$ cat config.mk
export PLATFORM = sky130hd
export DESIGN_NAME = rvcpu_wb_arbiter
export DESIGN_NICKNAME = d
export VERILOG_FILES = /design/src/rtl/rvcpu_pkg.sv /design/src/rtl/rvcpu_scoreboard.sv /design/src/rtl/rvcpu_wb_arbiter.sv
export SDC_FILE = /design/constraint.sdc
export NUM_CORES = 1
export LEC_CHECK = 0
export CAP_MARGIN = 20
export CORE_ASPECT_RATIO = 0.5
export CORE_MARGIN = 4
export CORE_UTILIZATION = 38
export DETAILED_ROUTE_END_ITERATION = 6
export GPL_ROUTABILITY_DRIVEN = 0
export PLACE_DENSITY = 0.87
export SLEW_MARGIN = 20
export SYNTH_ARGS = -nofsm -noshare
export SYNTH_HDL_FRONTEND = slang
export SYNTH_SLANG_ARGS = --single-unit
$ cat constraint.sdc
create_clock -name clk -period 2.15 [get_ports clk]
set_clock_uncertainty 0.15 [all_clocks]
set_input_delay 0.43 -clock clk [delete_from_list [all_inputs] [get_ports clk]]
set_output_delay 0.43 -clock clk [all_outputs]
set_load 0.02 [all_outputs]
$ cat src/rtl/rvcpu_pkg.sv
// Shared writeback types and default widths for the CPU register-file path.
package rvcpu_pkg;

   localparam int unsigned XLEN   = 32;
   localparam int unsigned REG_AW = 5;

   typedef struct packed {
      logic              valid;
      logic [REG_AW-1:0] rd;
      logic [XLEN-1:0]   data;
   } wb_req_t;

   typedef enum logic [1:0] {
      WB_ALU,
      WB_LD,
      WB_MD
   } wb_src_e;

endpackage

$ cat src/rtl/rvcpu_scoreboard.sv
// Pending-destination scoreboard: tracks registers awaiting a long-latency
// writeback and flags protocol violations against that state.
module rvcpu_scoreboard #(
   parameter int unsigned REG_AW = 5
) (
   input  logic                     clk,
   input  logic                     rst_n,
   input  logic                     set_en_i,
   input  logic [REG_AW-1:0]        set_rd_i,
   input  logic                     clr_en_i,
   input  logic [REG_AW-1:0]        clr_rd_i,
   input  logic                     alu_en_i,
   input  logic [REG_AW-1:0]        alu_rd_i,
   output logic [(1<<REG_AW)-1:0]   busy_o,
   output logic                     sb_err_o
);

   localparam int unsigned NREG = 1 << REG_AW;

   logic [NREG-1:0] busy_q, busy_d;
   logic            err_q, err_d;
   logic            clr_hit, set_hit;

   // Next busy vector (set beats clear so a register can be reissued on the
   // cycle its previous result drains) and sticky error detection.
   always_comb begin
      busy_d  = busy_q;
      clr_hit = clr_en_i && (clr_rd_i != '0);
      set_hit = set_en_i && (set_rd_i != '0);
      if (clr_hit) busy_d[clr_rd_i] = 1'b0;
      if (set_hit) busy_d[set_rd_i] = 1'b1;
      busy_d[0] = 1'b0;

      err_d = err_q;
      if (set_hit && busy_q[set_rd_i] && !(clr_hit && (clr_rd_i == set_rd_i)))
         err_d = 1'b1;
      if (clr_hit && !busy_q[clr_rd_i])
         err_d = 1'b1;
      if (alu_en_i && (alu_rd_i != '0) && busy_q[alu_rd_i])
         err_d = 1'b1;
   end

   // Scoreboard state registers.
   always_ff @(posedge clk or negedge rst_n) begin
      if (!rst_n) begin
         busy_q <= '0;
         err_q  <= 1'b0;
      end else begin
         busy_q <= busy_d;
         err_q  <= err_d;
      end
   end

   assign busy_o   = busy_q;
   assign sb_err_o = err_q;

endmodule

$ cat src/rtl/rvcpu_wb_arbiter.sv
// Writeback arbiter: merges ALU, load and mul/div results onto the register
// file write port with a one-cycle registered output and round-robin between
// the two long-latency sources.
module rvcpu_wb_arbiter
   import rvcpu_pkg::*;
#(
   parameter int unsigned XLEN   = rvcpu_pkg::XLEN,
   parameter int unsigned REG_AW = rvcpu_pkg::REG_AW
) (
   input  logic                    clk,
   input  logic                    rst_n,
   input  logic                    alu_valid,
   input  logic [REG_AW-1:0]       alu_rd,
   input  logic [XLEN-1:0]         alu_data,
   input  logic                    ld_valid,
   output logic                    ld_ready,
   input  logic [REG_AW-1:0]       ld_rd,
   input  logic [XLEN-1:0]         ld_data,
   input  logic                    md_valid,
   output logic                    md_ready,
   input  logic [REG_AW-1:0]       md_rd,
   input  logic [XLEN-1:0]         md_data,
   input  logic                    issue_en,
   input  logic [REG_AW-1:0]       issue_rd,
   output logic                    w_en,
   output logic [REG_AW-1:0]       w_addr,
   output logic [XLEN-1:0]         w_data,
   output logic [(1<<REG_AW)-1:0]  busy,
   output logic                    sb_err
);

   logic              rr_q, rr_d;
   logic              w_en_q;
   logic [REG_AW-1:0] w_addr_q;
   logic [XLEN-1:0]   w_data_q;

   logic              ld_hs, md_hs;
   logic              gnt_valid;
   wb_src_e           gnt_src;
   logic [REG_AW-1:0] gnt_rd;
   logic [XLEN-1:0]   gnt_data;
   logic [REG_AW-1:0] clr_rd;

   // Grant selection: ALU always wins; otherwise rr picks between load and
   // mul/div. Each ready looks only at the competing source's valid.
   always_comb begin
      ld_ready  = !alu_valid && (!md_valid || !rr_q);
      md_ready  = !alu_valid && (!ld_valid ||  rr_q);
      ld_hs     = ld_valid && ld_ready;
      md_hs     = md_valid && md_ready;
      gnt_valid = alu_valid || ld_hs || md_hs;

      gnt_src = WB_ALU;
      if (ld_hs)      gnt_src = WB_LD;
      else if (md_hs) gnt_src = WB_MD;

      case (gnt_src)
         WB_LD: begin
            gnt_rd   = ld_rd;
            gnt_data = ld_data;
         end
         WB_MD: begin
            gnt_rd   = md_rd;
            gnt_data = md_data;
         end
         default: begin
            gnt_rd   = alu_rd;
            gnt_data = alu_data;
         end
      endcase

      rr_d = rr_q;
      if (ld_hs)      rr_d = 1'b1;
      else if (md_hs) rr_d = 1'b0;

      clr_rd = ld_hs ? ld_rd : md_rd;
   end

   // Round-robin pointer and registered write port.
   always_ff @(posedge clk or negedge rst_n) begin
      if (!rst_n) begin
         rr_q     <= 1'b0;
         w_en_q   <= 1'b0;
         w_addr_q <= '0;
         w_data_q <= '0;
      end else begin
         rr_q <= rr_d;
         if (gnt_valid) begin
            w_en_q   <= (gnt_rd != '0);
            w_addr_q <= gnt_rd;
            w_data_q <= gnt_data;
         end else begin
            w_en_q   <= 1'b0;
         end
      end
   end

   assign w_en   = w_en_q;
   assign w_addr = w_addr_q;
   assign w_data = w_data_q;

   rvcpu_scoreboard #(
      .REG_AW (REG_AW)
   ) u_scoreboard (
      .clk      (clk),
      .rst_n    (rst_n),
      .set_en_i (issue_en),
      .set_rd_i (issue_rd),
      .clr_en_i (ld_hs || md_hs),
      .clr_rd_i (clr_rd),
      .alu_en_i (alu_valid),
      .alu_rd_i (alu_rd),
      .busy_o   (busy),
      .sb_err_o (sb_err)
   );

endmodule

# Word level (Yosys, flattened, before mapping)
# Index checks and enable logic that the tools add are counted.
dict set report classes {
  order_cmp 5
  n_eq_ne 3
  muxes 23
  bitwise 3
  reduce_logical 31
}
# cell count
set ops {}
lappend ops {{2-to-1 mux 32 bit} 2}
lappend ops {{one-hot mux 32 bit (2 select lines)} 1}
lappend ops {{AND 32 bit} 1}
lappend ops {{inverter 32 bit} 1}
lappend ops {{OR 32 bit} 1}
lappend ops {{nonzero test 5 bit} 4}
lappend ops {{less-than comparator 5 x 6 -> 1 bit, second input constant} 3}
lappend ops {{binary-select mux 1 bit (select 5 bit)} 3}
lappend ops {{logical AND 1 bit} 14}
lappend ops {{2-to-1 mux 1 bit} 11}
lappend ops {{demux 1 bit (select 5 bit)} 2}
lappend ops {{greater-or-equal comparator 5 x 1 -> 1 bit, second input constant} 2}
lappend ops {{one-hot mux 5 bit (2 select lines)} 1}
lappend ops {{logical NOT 1 bit} 6}
lappend ops {{== test 5 bit} 1}
lappend ops {{logical OR 1 bit} 5}
lappend ops {{2-to-1 mux 5 bit} 1}
lappend ops {{2-to-1 mux 2 bit} 2}
lappend ops {{nonzero test 3 bit} 1}
lappend ops {{== test 2 x 1 -> 1 bit, second input constant} 1}
lappend ops {{== test 2 bit, second input constant} 1}
lappend ops {{nonzero test 2 bit} 1}
dict set report word_totals {
  ff_bits 71
  in_bits 122
  out_inout_bits 73
  wordCells 71
}

# Longest topological paths before layout
# Gate-level depths: netlist of run 1.
dict set report logic_depth {
  depth_word 14
  mapped_depth 10
  mapped_depth_nobuf 8
}

# Hierarchy
# A second synthesis of run 1 with hierarchy kept.
dict set report hier_totals {
  cells_unflattened 429
  hier_area_um2 4300.4
}
# module n_inst cells_each area_each_um2
set by_module_without_submodules {}
lappend by_module_without_submodules {rvcpu_scoreboard 1 213 2248.4}
lappend by_module_without_submodules {rvcpu_wb_arbiter 1 216 2052.0}

# Worst setup path after synthesis of run 1
# OpenSTA, ideal clock, no wires.
dict set report synth_timing {
  kind {in2reg}
  startpoint {input alu_rd[0]}
  endpoint {register u_scoreboard.err_q (netlist: u_scoreboard.sb_err_o)}
  setup_time_ns 0.132
  t_arrival_ns 2.120
  setup_slack_ns -0.252
  cell_stages 6
  path_cell_list {buf_4 -> mux4_2 -> mux4_2 -> mux2_2 -> a211oi_1 -> o31ai_1}
}
dict set report synth_between {
  elab_chain_cells 4
}
# element line_no
set synth_lines {}
lappend synth_lines {{from (decl)} rvcpu_wb_arbiter.sv:13} ;# input logic [REG_AW-1:0] alu_rd,
lappend synth_lines {{binary-select mux 1 bit (select 5 bit) / nonzero test 5 bit (equally long branches)} rvcpu_scoreboard.sv:39} ;# if (alu_en_i && (alu_rd_i != '0) && busy_q[alu_rd_i])
lappend synth_lines {{2-to-1 mux 1 bit (implied by the code) / logical AND 1 bit (equally long branches)} rvcpu_scoreboard.sv:39}
lappend synth_lines {{logical AND 1 bit (*)} rvcpu_scoreboard.sv:39}
lappend synth_lines {{nonzero test 3 bit (no line) / 2-to-1 mux 1 bit (equally long branches)} n/a}
lappend synth_lines {{to (signal assigned)} rvcpu_scoreboard.sv:50} ;# err_q <= err_d;
lappend synth_lines {{to (decl)} rvcpu_scoreboard.sv:21} ;# logic err_q, err_d;
# Mark *: on every way between the ends. The rest lies on a longest branch, timed or not. The select of a mux whose other input is x is not followed.
# A chain may end at the register's enable or synchronous reset.

# Worst setup path after layout of run 1
dict set report layout_timing {
  startpoint {register rr_q}
  endpoint {register u_scoreboard.err_q (netlist: u_scoreboard.sb_err_o)}
}
dict set report layout_between {
  elab_chain_cells 11
}
# element line_no
set layout_lines {}
lappend layout_lines {{from (decl)} rvcpu_wb_arbiter.sv:32} ;# logic rr_q, rr_d;
lappend layout_lines {{from (signal assigned)} rvcpu_wb_arbiter.sv:87} ;# rr_q <= rr_d;
lappend layout_lines {{logical NOT 1 bit} rvcpu_wb_arbiter.sv:47} ;# ld_ready = !alu_valid && (!md_valid || !rr_q);
lappend layout_lines {{logical OR 1 bit} rvcpu_wb_arbiter.sv:47}
lappend layout_lines {{logical AND 1 bit} rvcpu_wb_arbiter.sv:47}
lappend layout_lines {{logical AND 1 bit} rvcpu_wb_arbiter.sv:49} ;# ld_hs = ld_valid && ld_ready;
lappend layout_lines {{2-to-1 mux 5 bit} rvcpu_wb_arbiter.sv:76} ;# clr_rd = ld_hs ? ld_rd : md_rd;
lappend layout_lines {{binary-select mux 1 bit (select 5 bit) / nonzero test 5 bit (equally long branches)} {rvcpu_scoreboard.sv:37, rvcpu_scoreboard.sv:28}}
lappend layout_lines {{2-to-1 mux 1 bit (implied by the code) / logical AND 1 bit (equally long branches)} {rvcpu_scoreboard.sv:37, rvcpu_scoreboard.sv:28}}
lappend layout_lines {{logical NOT 1 bit / logical AND 1 bit (equally long branches)} {rvcpu_scoreboard.sv:37, rvcpu_scoreboard.sv:35}}
lappend layout_lines {{logical AND 1 bit / logical NOT 1 bit (equally long branches)} {rvcpu_scoreboard.sv:37, rvcpu_scoreboard.sv:35}}
lappend layout_lines {{2-to-1 mux 1 bit / logical AND 1 bit (equally long branches)} {rvcpu_scoreboard.sv:37, rvcpu_scoreboard.sv:35}}
lappend layout_lines {{2-to-1 mux 1 bit / nonzero test 3 bit (equally long branches)} n/a}
# Parallel ways exist; a longest one is shown, timed or not. The select of a mux whose other input is x is not followed.

==> impl_metrics.yaml, run 1 <==
yosys:
  synth_nets: 572
  synth_area_mm2: 0.00424
  ys_warn_count: 0
  synth_seq_cells: 71
  seq_area_frac_synth_pct: 41.9
  avgSynthCellArea_um2: 9.42
  synthesis.instances: 450
  yosysUniqueCellTypes: 48
placement:
  hpwl_um: 13200
  io_buffers: 193
  post-place-cells: 851
  dpl_cell_area_mm2: 0.00707
worst_setup_path:
  r2r_cells: 9
  critical_path_peak_fanout: 6
  worstSetupPathType: "reg2reg"
  startpoint: "rr_q"
  cp_data_required_time_ps: 2200
  crit_arrival_ps: 2820
  crit_chain: "a21o_4 > inv_4 > buf_12 > a21boi_4 > nor2_4 > mux2_2 > o211ai_1 > a311oi_1 > o31ai_2"
  worst_setup_path_end_kind: "flop"
  crit_slowest_cell: "o211ai_1"
  worst_path_largest_cell_delay_ps: 430
  r2r_start: "rr_q"
  startpoint_type: "flop"
power_and_ir_drop:
  p_sw_mw: 2.31
  p_sw_share_pct: 36.1
  clkPwrFrac_pct: 22.1
  finalPower_mw: 6.40
  p_int_mw: 4.09
  power.density_mw_per_mm2: 821
  p_comb_share_pct: 48.0
  seq_power_share_pct: 29.9
  vdd_ir_drop_max_v: 0.000526
  p_leak_nw: 3.13
worst_hold_path:
  hold_depth: 2
  hp-class: "reg2reg"
  min_from: "w_data[14]"
finish:
  drive_gt1_share_pct: 29.8
  postLayoutCellArea_mm2: 0.00780
  layout_commonest_cell: "clkdlybuf4s50_1"
  stdcell_count: 875
  n_antenna_cell: 0
  most-common-layout-cells: "clkdlybuf4s50_1 (182), buf_4 (92), dfrtp_1 (71), o21ai_0 (41), nor2_1 (39)"
  nets: 853
  area_delta_synth_final_pct: 84.0
  nFillCells: 672
floorplan:
  initial_core_util_pct: 40.2
  die_x_um: 157
  ios: 195
  core-area_mm2: 0.0105
  dieArea_mm2: 0.0130
  rows: 26
  fp.dieH_um: 82.7
global_routing:
  grt_max_degree: 37
  grt_usage_pct: 26.9
  antenna_found_initial: 0
  overflow: 0
  grt_pass1_wl_um: 27000
  grt_pass1_vias: 5288
clocking:
  cts_made_buffers: 9
  clkLatencyLatePin_ps: 340
  root_buffer: "clkbuf_16"
  tritoncts: "done"
  clk_pin_slew_worst_paths_ps: 60
  htree_levels: 3
  cts_num_sinks: 71
  clk_path_buf_depth: 2
run:
  maxCapViolCount: 0
route:
  vias: 5366
  ant_nets: 0
  drt_iter0_drc: 608
  wl_um: 20400
  post_drt_via_cell_ratio: 6.13
  first_pass_iters: 5
  drc: 0
  wl_per_cell_um: 23.3
timing:
  worst-slew-pin-transition_ps: 586
  drv_slew: 0
  relSlewSlack_pct: 60.9
  hold_viol: 0
  setup_viol: 7
  period_needed_ps: 2770
  layout_setup_ws_ps: -615
  rsz0062_at_grt: "true"
  max_freq_mhz: 362
  finalCritPeriodShare_pct: 129
outcome:
  violations: "negative setup slack"
  outcome: "finished with violations"
## synth_stat cells (all sizes together)
cell	instances	area (um2)
o211ai	2	15.0
mux4	22	495
buf	9	50.1
or3	6	37.5
or3b	2	17.5
o31ai	1	7.51
a311oi	1	8.76
nor4b	2	17.5
or2	2	12.5
o311ai	1	8.76
clkbuf	22	82.6
mux2i	3	30.0
o211a	1	10.0
o21ai	87	435
nand2b	8	50.1
mux2	4	45.0
and3	7	48.8
conb	1	3.75
o22ai	2	12.5
a211oi	1	7.51
nand3	12	60.1
a221oi	4	35.0
nand2	30	113
nor2	44	173
dfrtp	71	1780
a21oi	34	185
nor3b	1	7.51
a22oi	32	240
o21a	1	7.51
inv	8	30.0
a21boi	1	11.3
nand4	4	25.0
o41a	1	11.3
xnor2	1	8.76
a31oi	14	87.6
a211o	1	8.76
a41oi	1	8.76
a21o	1	15.0
nand3b	5	37.5
## path summary, 6_finish.rpt
kind,endpoint,slack (ps)
min,w_data[14],380
max in group asynchronous,w_data[20],820
min reg2reg,w_data[14],380
max,u_scoreboard.sb_err_o,-620
min in group asynchronous,u_scoreboard.busy_o[11],470
max reg2reg,u_scoreboard.sb_err_o,-620
## flip-flops by register name, indices dropped and copies added (netlist names)
name,count
rr_q,1
u_scoreboard.busy_o,31
u_scoreboard.sb_err_o,1
w_addr,5
w_data,32
w_en,1
## cell type report
type	count	area, um2	area share [%]
sequential	71	1780	22.8
inverter	8	36.3	0.465
tap	140	175	2.25
clock buffer	13	260	3.34
timing repair buffer	301	2890	37.0
multi-input combinational	340	2650	33.9
clock inverter	2	16.3	0.209
## worst max-delay path: cells and delay by family (launching register included)
family / cells / cell delay, ps
and+or+nand+nor: 1 / 190
buffers and inverters: 2 / 190
AOI/OAI and AO/OA: 5 / 1330
muxes: 1 / 360
DFF: 1 / 400
## kinds of logic (layout without fill, tap and decap cells)
kind of cell	Yosys count	in the layout	share of synthesized area (%)
AO/OA/AOI/OAI	186	186	26.3
buffers and inverters	39	324	3.84
multiplexers	29	29	13.5
XOR/XNOR	1	1	0.207
other	1	1	0.0885
flip-flops	71	71	41.9
AND/OR/NAND/NOR	123	123	14.1
## per-stage QoR
step,setup WS (ps),hold WS (ps),setup TNS (ps),util [%]
after detailed placement,-775,300,-41250,67.0
final,-615,375,-786,74.0
after CTS,-107,373,-292,71.2
after floorplan,-128,-15.6,-128,-
after global routing,-644,402,-1450,74.0
after global placement,-716,304,-36620,67.0
## power groups by stage
stage / Combinational [mW] / Clock, mW / Sequential, mW
CTS: 2.82 / 1.42 / 1.89
finish: 3.07 / 1.41 / 1.91
floorplan: 0.819 / 0 / 2.25
global placement: 2.67 / 0 / 1.90
global route: 3.22 / 1.48 / 1.94
detailed placement: 2.74 / 0 / 1.91
## what timing repair did
item / CTS / global route
endpoints found under the setup margin: 71 / 34
pin swaps: 9 / 21
resized for setup: 34 / 104
hold buffers: 1 / 0
cloned: 1 / 0
hold endpoints to repair: 19 / 0
buffers inserted: 4 / 3
## metal layers
| metal | share of wire [%] | track usage [%] | vias to the layer above |
|---|---|---|---|
| met5 | 0 | 0 | - |
| met4 | 5.8 | 14.1 | 0 |
| met3 | 11 | 8.12 | 118 |
| met2 | 49 | 49.1 | 433 |
| met1 | 34 | 28.9 | 2545 |
| li1 | - | - | 2270 |
No activity file was read; power rests on OpenSTA's default activity.
==> run 2: changes to the inputs <==
--- a/config.mk
+++ b/config.mk
@@ -12,6 +12,7 @@
 export DETAILED_ROUTE_END_ITERATION = 6
 export GPL_ROUTABILITY_DRIVEN = 0
 export PLACE_DENSITY = 0.87
+export SETUP_SLACK_MARGIN = 0.1
 export SLEW_MARGIN = 20
 export SYNTH_ARGS = -nofsm -noshare
 export SYNTH_HDL_FRONTEND = slang
==> impl_metrics.yaml, run 2 (synthesis gave the netlist of run 1 again) <==
placement:
  io_buffers: 193
  hpwl_um: 13000
  dpl_cell_area_mm2: 0.00699
  post-place-ws_ps: -742
  post-place-cells: 845
worst_setup_path:
  startpoint_type: "flop"
  critical_path_peak_fanout: 6
  crit_arrival_ps: 2580
  cp_data_required_time_ps: 2230
  worst_setup_path_end_kind: "flop"
  worstSetupPathType: "reg2reg"
clocking:
  clk_path_buf_depth: 2
  cts_made_buffers: 9
  tritoncts: "done"
  htree_levels: 3
  root_buffer: "clkbuf_16"
  clk_pin_slew_worst_paths_ps: 60
  cts_num_sinks: 71
  clkLatencyLatePin_ps: 360
route:
  met1_length_um: 7930
  vias: 5765
  drc: 9
  wl_um: 22700
  wl_per_cell_um: 25.7
  ant_nets: 0
  first_pass_iters: 7
  post_drt_via_cell_ratio: 6.51
  drt_iter0_drc: 858
  routed-wl-met2_um: 10400
  top_layer: "met5"
  met3_length_um: 2630
global_routing:
  grt_pass1_wl_um: 28600
  overflow: 0
  antenna_found_initial: 1
  grt_usage_pct: 28.6
  grt_pass1_vias: 5484
  grt_max_degree: 72
outcome:
  outcome: "finished with violations"
  violations: "design-rule violations, negative setup slack"
power_and_ir_drop:
  vdd_ir_drop_max_v: 0.000502
  p_sw_share_pct: 38.1
  p_int_mw: 4.08
  power.density_mw_per_mm2: 803
  clkPwrFrac_pct: 21.3
  p_comb_share_pct: 49.2
  p_leak_nw: 3.42
  p_sw_mw: 2.51
  seq_power_share_pct: 29.5
run:
  maxCapViolCount: 0
timing:
  setup_viol: 21
  max_freq_mhz: 400
  finalCritPeriodShare_pct: 116
  period_needed_ps: 2500
  worst-slew-pin-transition_ps: 525
  layout_setup_ws_ps: -347
  relSlewSlack_pct: 64.9
  hold_viol: 0
  drv_slew: 0
  rsz0062_at_grt: "true"
finish:
  nets: 863
  area_delta_synth_final_pct: 93.8
  most-common-layout-cells: "clkdlybuf4s50_1 (156), buf_4 (92), dfrtp_1 (71), o21ai_1 (33), a22oi_1 (32)"
  postLayoutCellArea_mm2: 0.00821
  stdcell_count: 885
  largest_reg_flops: 32
  drive_gt1_share_pct: 33.8
  layout_commonest_cell: "clkdlybuf4s50_1"
  n_antenna_cell: 0
floorplan:
  rows: 26
  die_x_um: 157
  core-area_mm2: 0.0105
  fp.dieH_um: 82.7
  ios: 195
  initial_core_util_pct: 40.2
  dieArea_mm2: 0.0130
worst_hold_path:
  hp-class: "reg2reg"
## run 2: layout make-up
| cell class | count | area, um2 |
|---|---|---|
| Fill cell | 627 | 2330 |
| Timing Repair Buffer | 310 | 3070 |
| Inverter | 8 | 38.8 |
| Multi-Input combinational cell | 341 | 2880 |
| Tap cell | 140 | 175 |
| Sequential cell | 71 | 1780 |
| Clock buffer | 12 | 246 |
| Clock inverter | 3 | 20.0 |
## run 2: timing repair
item | in CTS | in global routing
buffers inserted | 5 | 14
hold buffers | 1 | 0
pin swaps | 11 | 38
gates resized for setup | 74 | 167
endpoints found under the setup margin | 83 | 84
endpoints found under the hold margin | 37 | 0
cloned | 2 | 5
## run 2: through the flow
stage	setup TNS, ps	power [mW]	hold slack [ps]	util [%]
2_1_floorplan	-128	3.07	-15.6	-
3_3_place_gp	-37840	4.55	337	66.3
3_5_place_dp	-42100	4.62	340	66.3
4_1_cts	-69.9	6.03	371	71.0
5_1_grt	-1790	6.82	402	77.9
6_report	-1350	6.59	375	77.9
## run 2: path summary, 6_finish.rpt
kind	from	end	slack, ps	depth (start not counted)
worst max register to register	rr_q	u_scoreboard.sb_err_o	-350	9
worst max-delay path	rr_q	u_scoreboard.sb_err_o	-350	9
worst min register to register	w_data[14]	w_data[14]	370	2
min in group asynchronous	rst_n	u_scoreboard.busy_o[11]	480	3
max in group asynchronous	rst_n	w_data[22]	1050	3
worst min-delay path	w_data[14]	w_data[14]	370	2
## run 2: power by group through the flow
stage / clock [mW] / combinational, mW / sequential, mW
2_1_floorplan: 0 / 0.820 / 2.25
3_3_place_gp: 0 / 2.66 / 1.89
3_5_place_dp: 0 / 2.72 / 1.90
4_1_cts: 1.37 / 2.78 / 1.88
5_1_grt: 1.48 / 3.38 / 1.96
6_report: 1.41 / 3.24 / 1.95
## run 2: metal layers
metal,track usage (%),vias up
met5,0,-
met4,17.7,2
li1,-,2298
met1,32.1,2747
met3,8.49,186
met2,49.2,532
## run 2: critical path: stages, from the launching register on
cell and delay (ps):
dfrtp_1 390, a21o_4 170, inv_6 50, and3_1 220, a21oi_4 180, buf_12 160
mux4_2 500, nand2b_1 130, nand4_1 140, o31ai_1 310
